--- src/rtl/l1_bus_pkg.sv ---
// Shared encodings for the L1 bus arbiter: request types, grant codes, FSM states.
package l1_bus_pkg;

  localparam int unsigned REQ_W  = 4;
  localparam int unsigned SIZE_W = 4;
  localparam int unsigned GNT_W  = 2;

  // One-hot request types, bit order matches d_req / bu_req.
  localparam logic [REQ_W-1:0] REQ_NONE          = 4'b0000;
  localparam logic [REQ_W-1:0] REQ_READ          = 4'b0001;
  localparam logic [REQ_W-1:0] REQ_READ_LINE     = 4'b0010;
  localparam logic [REQ_W-1:0] REQ_WRITE_THROUGH = 4'b0100;
  localparam logic [REQ_W-1:0] REQ_WRITE_LINE    = 4'b1000;

  localparam logic [SIZE_W-1:0] I_LINE_SIZE = 4'd8;

  localparam logic [GNT_W-1:0] GNT_NONE    = 2'b00;
  localparam logic [GNT_W-1:0] GNT_OWNER_I = 2'b01;
  localparam logic [GNT_W-1:0] GNT_OWNER_D = 2'b10;

  typedef enum logic [1:0] {
    ST_IDLE    = 2'd0,
    ST_GNT_I   = 2'd1,
    ST_GNT_D   = 2'd2,
    ST_RELEASE = 2'd3
  } arb_state_t;

endpackage

--- src/rtl/l1_req_prio_enc.sv ---
// Reduces a multi-bit L1-D request to its single highest-priority type:
// write_line > write_through > read_line > read.
module l1_req_prio_enc
  import l1_bus_pkg::*;
(
  input  logic [REQ_W-1:0] req,
  output logic [REQ_W-1:0] type_c
);

  always_comb begin
    type_c = REQ_NONE;
    if (req[3])      type_c = REQ_WRITE_LINE;
    else if (req[2]) type_c = REQ_WRITE_THROUGH;
    else if (req[1]) type_c = REQ_READ_LINE;
    else if (req[0]) type_c = REQ_READ;
  end

endmodule

--- src/rtl/l1_bus_arbiter.sv ---
// Arbitrates the L1-I and L1-D caches onto a single cache bus unit port.
// D wins ties until I has waited STARVE_LIMIT consecutive D grants.
module l1_bus_arbiter
  import l1_bus_pkg::*;
#(
  parameter int unsigned PA_WIDTH     = 64,
  parameter int unsigned DATA_WIDTH   = 64,
  parameter int unsigned STARVE_LIMIT = 4
) (
  input  logic                  clk,
  input  logic                  rst,
  input  logic                  i_req,
  input  logic [PA_WIDTH-1:0]   i_pa,
  input  logic [REQ_W-1:0]      d_req,
  input  logic [PA_WIDTH-1:0]   d_pa,
  input  logic [SIZE_W-1:0]     d_size,
  input  logic [DATA_WIDTH-1:0] d_wt_data,
  output logic                  i_trans_rdy,
  output logic                  i_bus_error,
  output logic                  i_line_write,
  output logic                  d_trans_rdy,
  output logic                  d_bus_error,
  output logic                  d_line_write,
  output logic                  d_entry_write,
  output logic [REQ_W-1:0]      bu_req,
  output logic [PA_WIDTH-1:0]   bu_pa,
  output logic [SIZE_W-1:0]     bu_size,
  output logic [DATA_WIDTH-1:0] bu_wt_data,
  input  logic                  bu_trans_rdy,
  input  logic                  bu_bus_error,
  input  logic                  bu_line_write,
  input  logic                  bu_entry_write,
  output logic [GNT_W-1:0]      grant,
  output logic                  arb_abort
);

  localparam int unsigned CNT_W = (STARVE_LIMIT < 1) ? 1 : $clog2(STARVE_LIMIT + 1);
  localparam logic [CNT_W-1:0] STARVE_MAX = CNT_W'(STARVE_LIMIT);

  arb_state_t       state, state_nxt;
  logic [GNT_W-1:0] grant_nxt;
  logic [REQ_W-1:0] req_type, req_type_nxt, d_type_c;
  logic [CNT_W-1:0] starve_cnt, starve_cnt_nxt;
  logic             arb_abort_nxt;
  logic             done_c;

  l1_req_prio_enc u_prio_enc (
    .req    (d_req),
    .type_c (d_type_c)
  );

  always_ff @(posedge clk) begin
    if (rst) begin
      state      <= ST_IDLE;
      grant      <= GNT_NONE;
      req_type   <= REQ_NONE;
      starve_cnt <= '0;
      arb_abort  <= 1'b0;
    end else begin
      state      <= state_nxt;
      grant      <= grant_nxt;
      req_type   <= req_type_nxt;
      starve_cnt <= starve_cnt_nxt;
      arb_abort  <= arb_abort_nxt;
    end
  end

  always_comb begin
    state_nxt      = state;
    grant_nxt      = grant;
    req_type_nxt   = req_type;
    starve_cnt_nxt = starve_cnt;
    arb_abort_nxt  = 1'b0;
    done_c         = bu_trans_rdy | bu_bus_error;
    bu_req         = REQ_NONE;
    bu_pa          = '0;
    bu_size        = '0;
    bu_wt_data     = '0;
    i_trans_rdy    = 1'b0;
    i_bus_error    = 1'b0;
    i_line_write   = 1'b0;
    d_trans_rdy    = 1'b0;
    d_bus_error    = 1'b0;
    d_line_write   = 1'b0;
    d_entry_write  = 1'b0;

    case (state)
      ST_IDLE: begin
        if (!i_req) starve_cnt_nxt = '0;
        if ((d_req != REQ_NONE) && (!i_req || (starve_cnt < STARVE_MAX))) begin
          state_nxt    = ST_GNT_D;
          grant_nxt    = GNT_OWNER_D;
          req_type_nxt = d_type_c;
          if (i_req && (starve_cnt < STARVE_MAX)) starve_cnt_nxt = CNT_W'(starve_cnt + 1'b1);
        end else if (i_req) begin
          state_nxt      = ST_GNT_I;
          grant_nxt      = GNT_OWNER_I;
          req_type_nxt   = REQ_READ_LINE;
          starve_cnt_nxt = '0;
        end
      end

      ST_GNT_I: begin
        bu_req       = i_req ? req_type : REQ_NONE;
        bu_pa        = i_pa;
        bu_size      = I_LINE_SIZE;
        i_trans_rdy  = bu_trans_rdy;
        i_bus_error  = bu_bus_error;
        i_line_write = bu_line_write;
        // Completion takes precedence over a same-cycle request drop.
        if (done_c || !i_req) begin
          state_nxt     = ST_RELEASE;
          grant_nxt     = GNT_NONE;
          req_type_nxt  = REQ_NONE;
          arb_abort_nxt = !done_c;
        end
      end

      ST_GNT_D: begin
        bu_req        = (d_req != REQ_NONE) ? req_type : REQ_NONE;
        bu_pa         = d_pa;
        bu_size       = d_size;
        bu_wt_data    = d_wt_data;
        d_trans_rdy   = bu_trans_rdy;
        d_bus_error   = bu_bus_error;
        d_line_write  = bu_line_write;
        d_entry_write = bu_entry_write;
        if (done_c || (d_req == REQ_NONE)) begin
          state_nxt     = ST_RELEASE;
          grant_nxt     = GNT_NONE;
          req_type_nxt  = REQ_NONE;
          arb_abort_nxt = !done_c;
        end
      end

      ST_RELEASE: state_nxt = ST_IDLE;

      default: state_nxt = ST_IDLE;
    endcase
  end

endmodule

--- config.mk ---
export PLATFORM = sky130hd
export DESIGN_NAME = l1_bus_arbiter
export DESIGN_NICKNAME = d
export VERILOG_FILES = /design/src/rtl/l1_bus_pkg.sv /design/src/rtl/l1_req_prio_enc.sv /design/src/rtl/l1_bus_arbiter.sv
export SDC_FILE = /design/constraint.sdc
export NUM_CORES = 1
export LEC_CHECK = 0
export ABC_AREA = 1
export CAP_MARGIN = 20
export CORE_AREA = 2 2 139 141
export CTS_CLUSTER_SIZE = 10
export DETAILED_ROUTE_END_ITERATION = 16
export DIE_AREA = 0 0 141 143
export HOLD_SLACK_MARGIN = 0.05
export PLACE_DENSITY = 0.6
export SYNTH_ARGS = -nofsm -noshare
export SYNTH_HDL_FRONTEND = slang
export SYNTH_SLANG_ARGS = --single-unit
--- constraint.sdc ---
create_clock -name clk -period 1.7 [get_ports clk]
set_clock_uncertainty 0.2 [all_clocks]
set_input_delay 0.34 -clock clk [delete_from_list [all_inputs] [get_ports clk]]
set_output_delay 0.34 -clock clk [all_outputs]
set_load 0.05 [all_outputs]
==> results.json <==
{
  "outcome": "finished with violations",
  "failed_checks": "setup timing",
  "gp_congestion": 0.796,
  "vias": 4351,
  "path_class": "reg -> out",
  "syn_inst": 482,
  "slew_headroom_pct": 81.0,
  "port_buffers": 352,
  "boundaryPins": 353,
  "cp-start-kind": "flop",
  "hold_violations": 0,
  "cts_buffers": 3,
  "routed_wirelength_um": 16000,
  "holdWs_ns": 0.266,
  "drc": 0,
  "hpwlAfterDp_um": 13100,
  "cts.sinks": 12,
  "antenna_cells": 0,
  "grt_pass1_vias": 4387,
  "maxCapViolCount": 0,
  "clockRootBuffer": "clkbuf_16",
  "fmax_ghz": 0.464,
  "synth_warnings": 0,
  "finalInstanceArea_mm2": 0.00927,
  "period_share_pct": 127,
  "grt_pass1_wl_um": 23400,
  "synth_cell_types": 22,
  "dieHeight_um": 143,
  "die_w_um": 141,
  "period_needed_ns": 2.15,
  "cts.clk_slew.worst_paths_ns": 0.05,
  "synth.net_count": 694,
  "layout_common_cells": "203 x clkdlybuf4s50_1, 127 x nand2_1, 108 x buf_12, 91 x nand2_2, 72 x clkinvlp_4",
  "multi_input_area_mm2": 0.00267,
  "seq_area_um2": 245,
  "grt_max_degree": 36,
  "die_area_mm2": 0.0202,
  "nets": 1081,
  "core_mm2": 0.0186,
  "powerDensity_mw_per_mm2": 1450,
  "ys_ff_latch": 12,
  "seq_area_frac_synth_pct": 10.7,
  "htree_num_levels": 1,
  "drtIter0Drc": 90,
  "row_count": 50,
  "hp-class": "reg -> reg",
  "synth_top_area_share_pct": 37.6,
  "peakVddDrop_v": 0.000663,
  "cp.required_ns": 1.16,
  "finalMaxSlewViolations": 0,
  "viasPerCell": 3.95,
  "crit_path_max_fanout": 6,
  "start_util_pct": 12.1,
  "setup_viol": 150,
  "fill_cells": 1680,
  "wl_per_cell_um": 14.5,
  "grt_usage_pct": 14.5,
  "drive_above_1_share_pct": 55.1,
  "cp.arrival_ns": 1.61,
  "syn_area_mm2": 0.00225,
  "drtPass1Iterations": 4,
  "total_power_mw": 13.5,
  "async_flop_share_pct": 0,
  "post-route-util_pct": 49.9,
  "rsz0062_at_grt": "yes",
  "fin_ws_ns": -0.454,
  "synth_edf_count": 0,
  "dpl-instance-area_mm2": 0.00840,
  "cp-end-kind": "primary output",
  "yosysTopAreaCell": "nand2_1",
  "cts_buffer_depth": 2,
  "ant_nets": 0,
  "area_growth_pct": 311,
  "grt-ovfl-total": 0,
  "yosys-top-cells-area": "nand2_1 38%, a21oi_1 15%, inv_1 14%",
  "synth_flop_cell": "dfxtp_1",
  "postSynthAreaPerCell_um2": 4.68,
  "pre_cts_ws_ns": -0.358,
  "cts_tree": "done",
  "worst_pin_slew_ns": 0.285,
  "grt_antenna_before_repair": 0,
  "p_leak_nw": 3.27,
  "final_common_cell": "clkdlybuf4s50_1",
  "clock_latency_ns": 0.24
}
per-layer routing:
layer | global-route usage (%) | part of all wire, %
met5 | 0 | 0
met4 | 1.79 | 0.82
met3 | 2.31 | 5.7
met2 | 28.9 | 56
met1 | 16.5 | 37
power breakdown:
part | switching, mW | internal, mW | leakage, nW
Sequential | 0.0607 | 0.356 | 0.0993
Clock | 0.130 | 0.356 | 0.0442
Combinational | 7.13 | 5.43 | 3.12
cell usage after synthesis (all sizes together), types with 3 or more instances:
cell type,count
ha,5
a21oi,68
buf,18
nand3,6
nand2,230
nor2,28
o21ai,3
clkbuf,12
inv,87
nand4,9
dfxtp,12
worst max-delay path, stage by stage, from the launching register on:
cell and delay (ns):
dfxtp_4 0.35, buf_6 0.12, ha_4 0.21, buf_12 0.15, a22oi_2 0.18, buf_6 0.17, nor2_4 0.04, buf_12 0.14
layout make-up:
class | instances | share of cell area (%)
clock buffer | 4 | 0.958
inverter | 87 | 6.65
multi-input combinational | 353 | 28.8
sequential | 12 | 2.65
tap | 234 | 3.16
timing repair buffer | 411 | 57.6
timing repair inverter | 1 | 0.121
worst paths after layout:
check / slack, ns / endpoint / cells past startpoint / from
worst max-delay path: -0.45 / bu_req[1] / 7 / state[0]
worst min-delay path: 0.27 / starve_cnt[1] / 2 / starve_cnt[1]
worst max register to register: -0.09 / req_type[0] / 10 / state[1]
worst min register to register: 0.27 / starve_cnt[1] / 2 / starve_cnt[1]
repair_timing:
item                       4_1_cts  5_1_grt
resized for setup              137       50
cloned                           3        2
setup endpoints to repair      151      153
hold buffers                     0        0
setup buffers                   11        2
pin swaps                       12       18
flip-flops by register name (all words and copies together) (netlist names):
| register | cells |
|---|---|
| grant | 2 |
| req_type | 4 |
| state | 2 |
| arb_abort | 1 |
| starve_cnt | 3 |
stage by stage:
| stage | TNS (ns) | std cells |
|---|---|---|
| after global routing | -66.24 | 1102 |
| after floorplan | -19.39 | 482 |
| after global placement | -24.46 | 1084 |
| after detailed placement | -26.12 | 1084 |
| final | -55.35 | 1102 |
| after CTS | -57.71 | 1102 |
cell families (layout without fill, tap and decap cells):
| group | after synthesis | count (layout) | synth area share, % |
|---|---|---|---|
| AND/OR/NAND/NOR | 274 | 274 | 49.3 |
| flip-flops | 12 | 12 | 10.7 |
| buffers and inverters | 117 | 503 | 20.5 |
| adder cells (fa/ha/maj) | 5 | 5 | 2.77 |
| AO/OA/AOI/OAI | 74 | 74 | 16.8 |
Power figures use the tool's default switching activity.
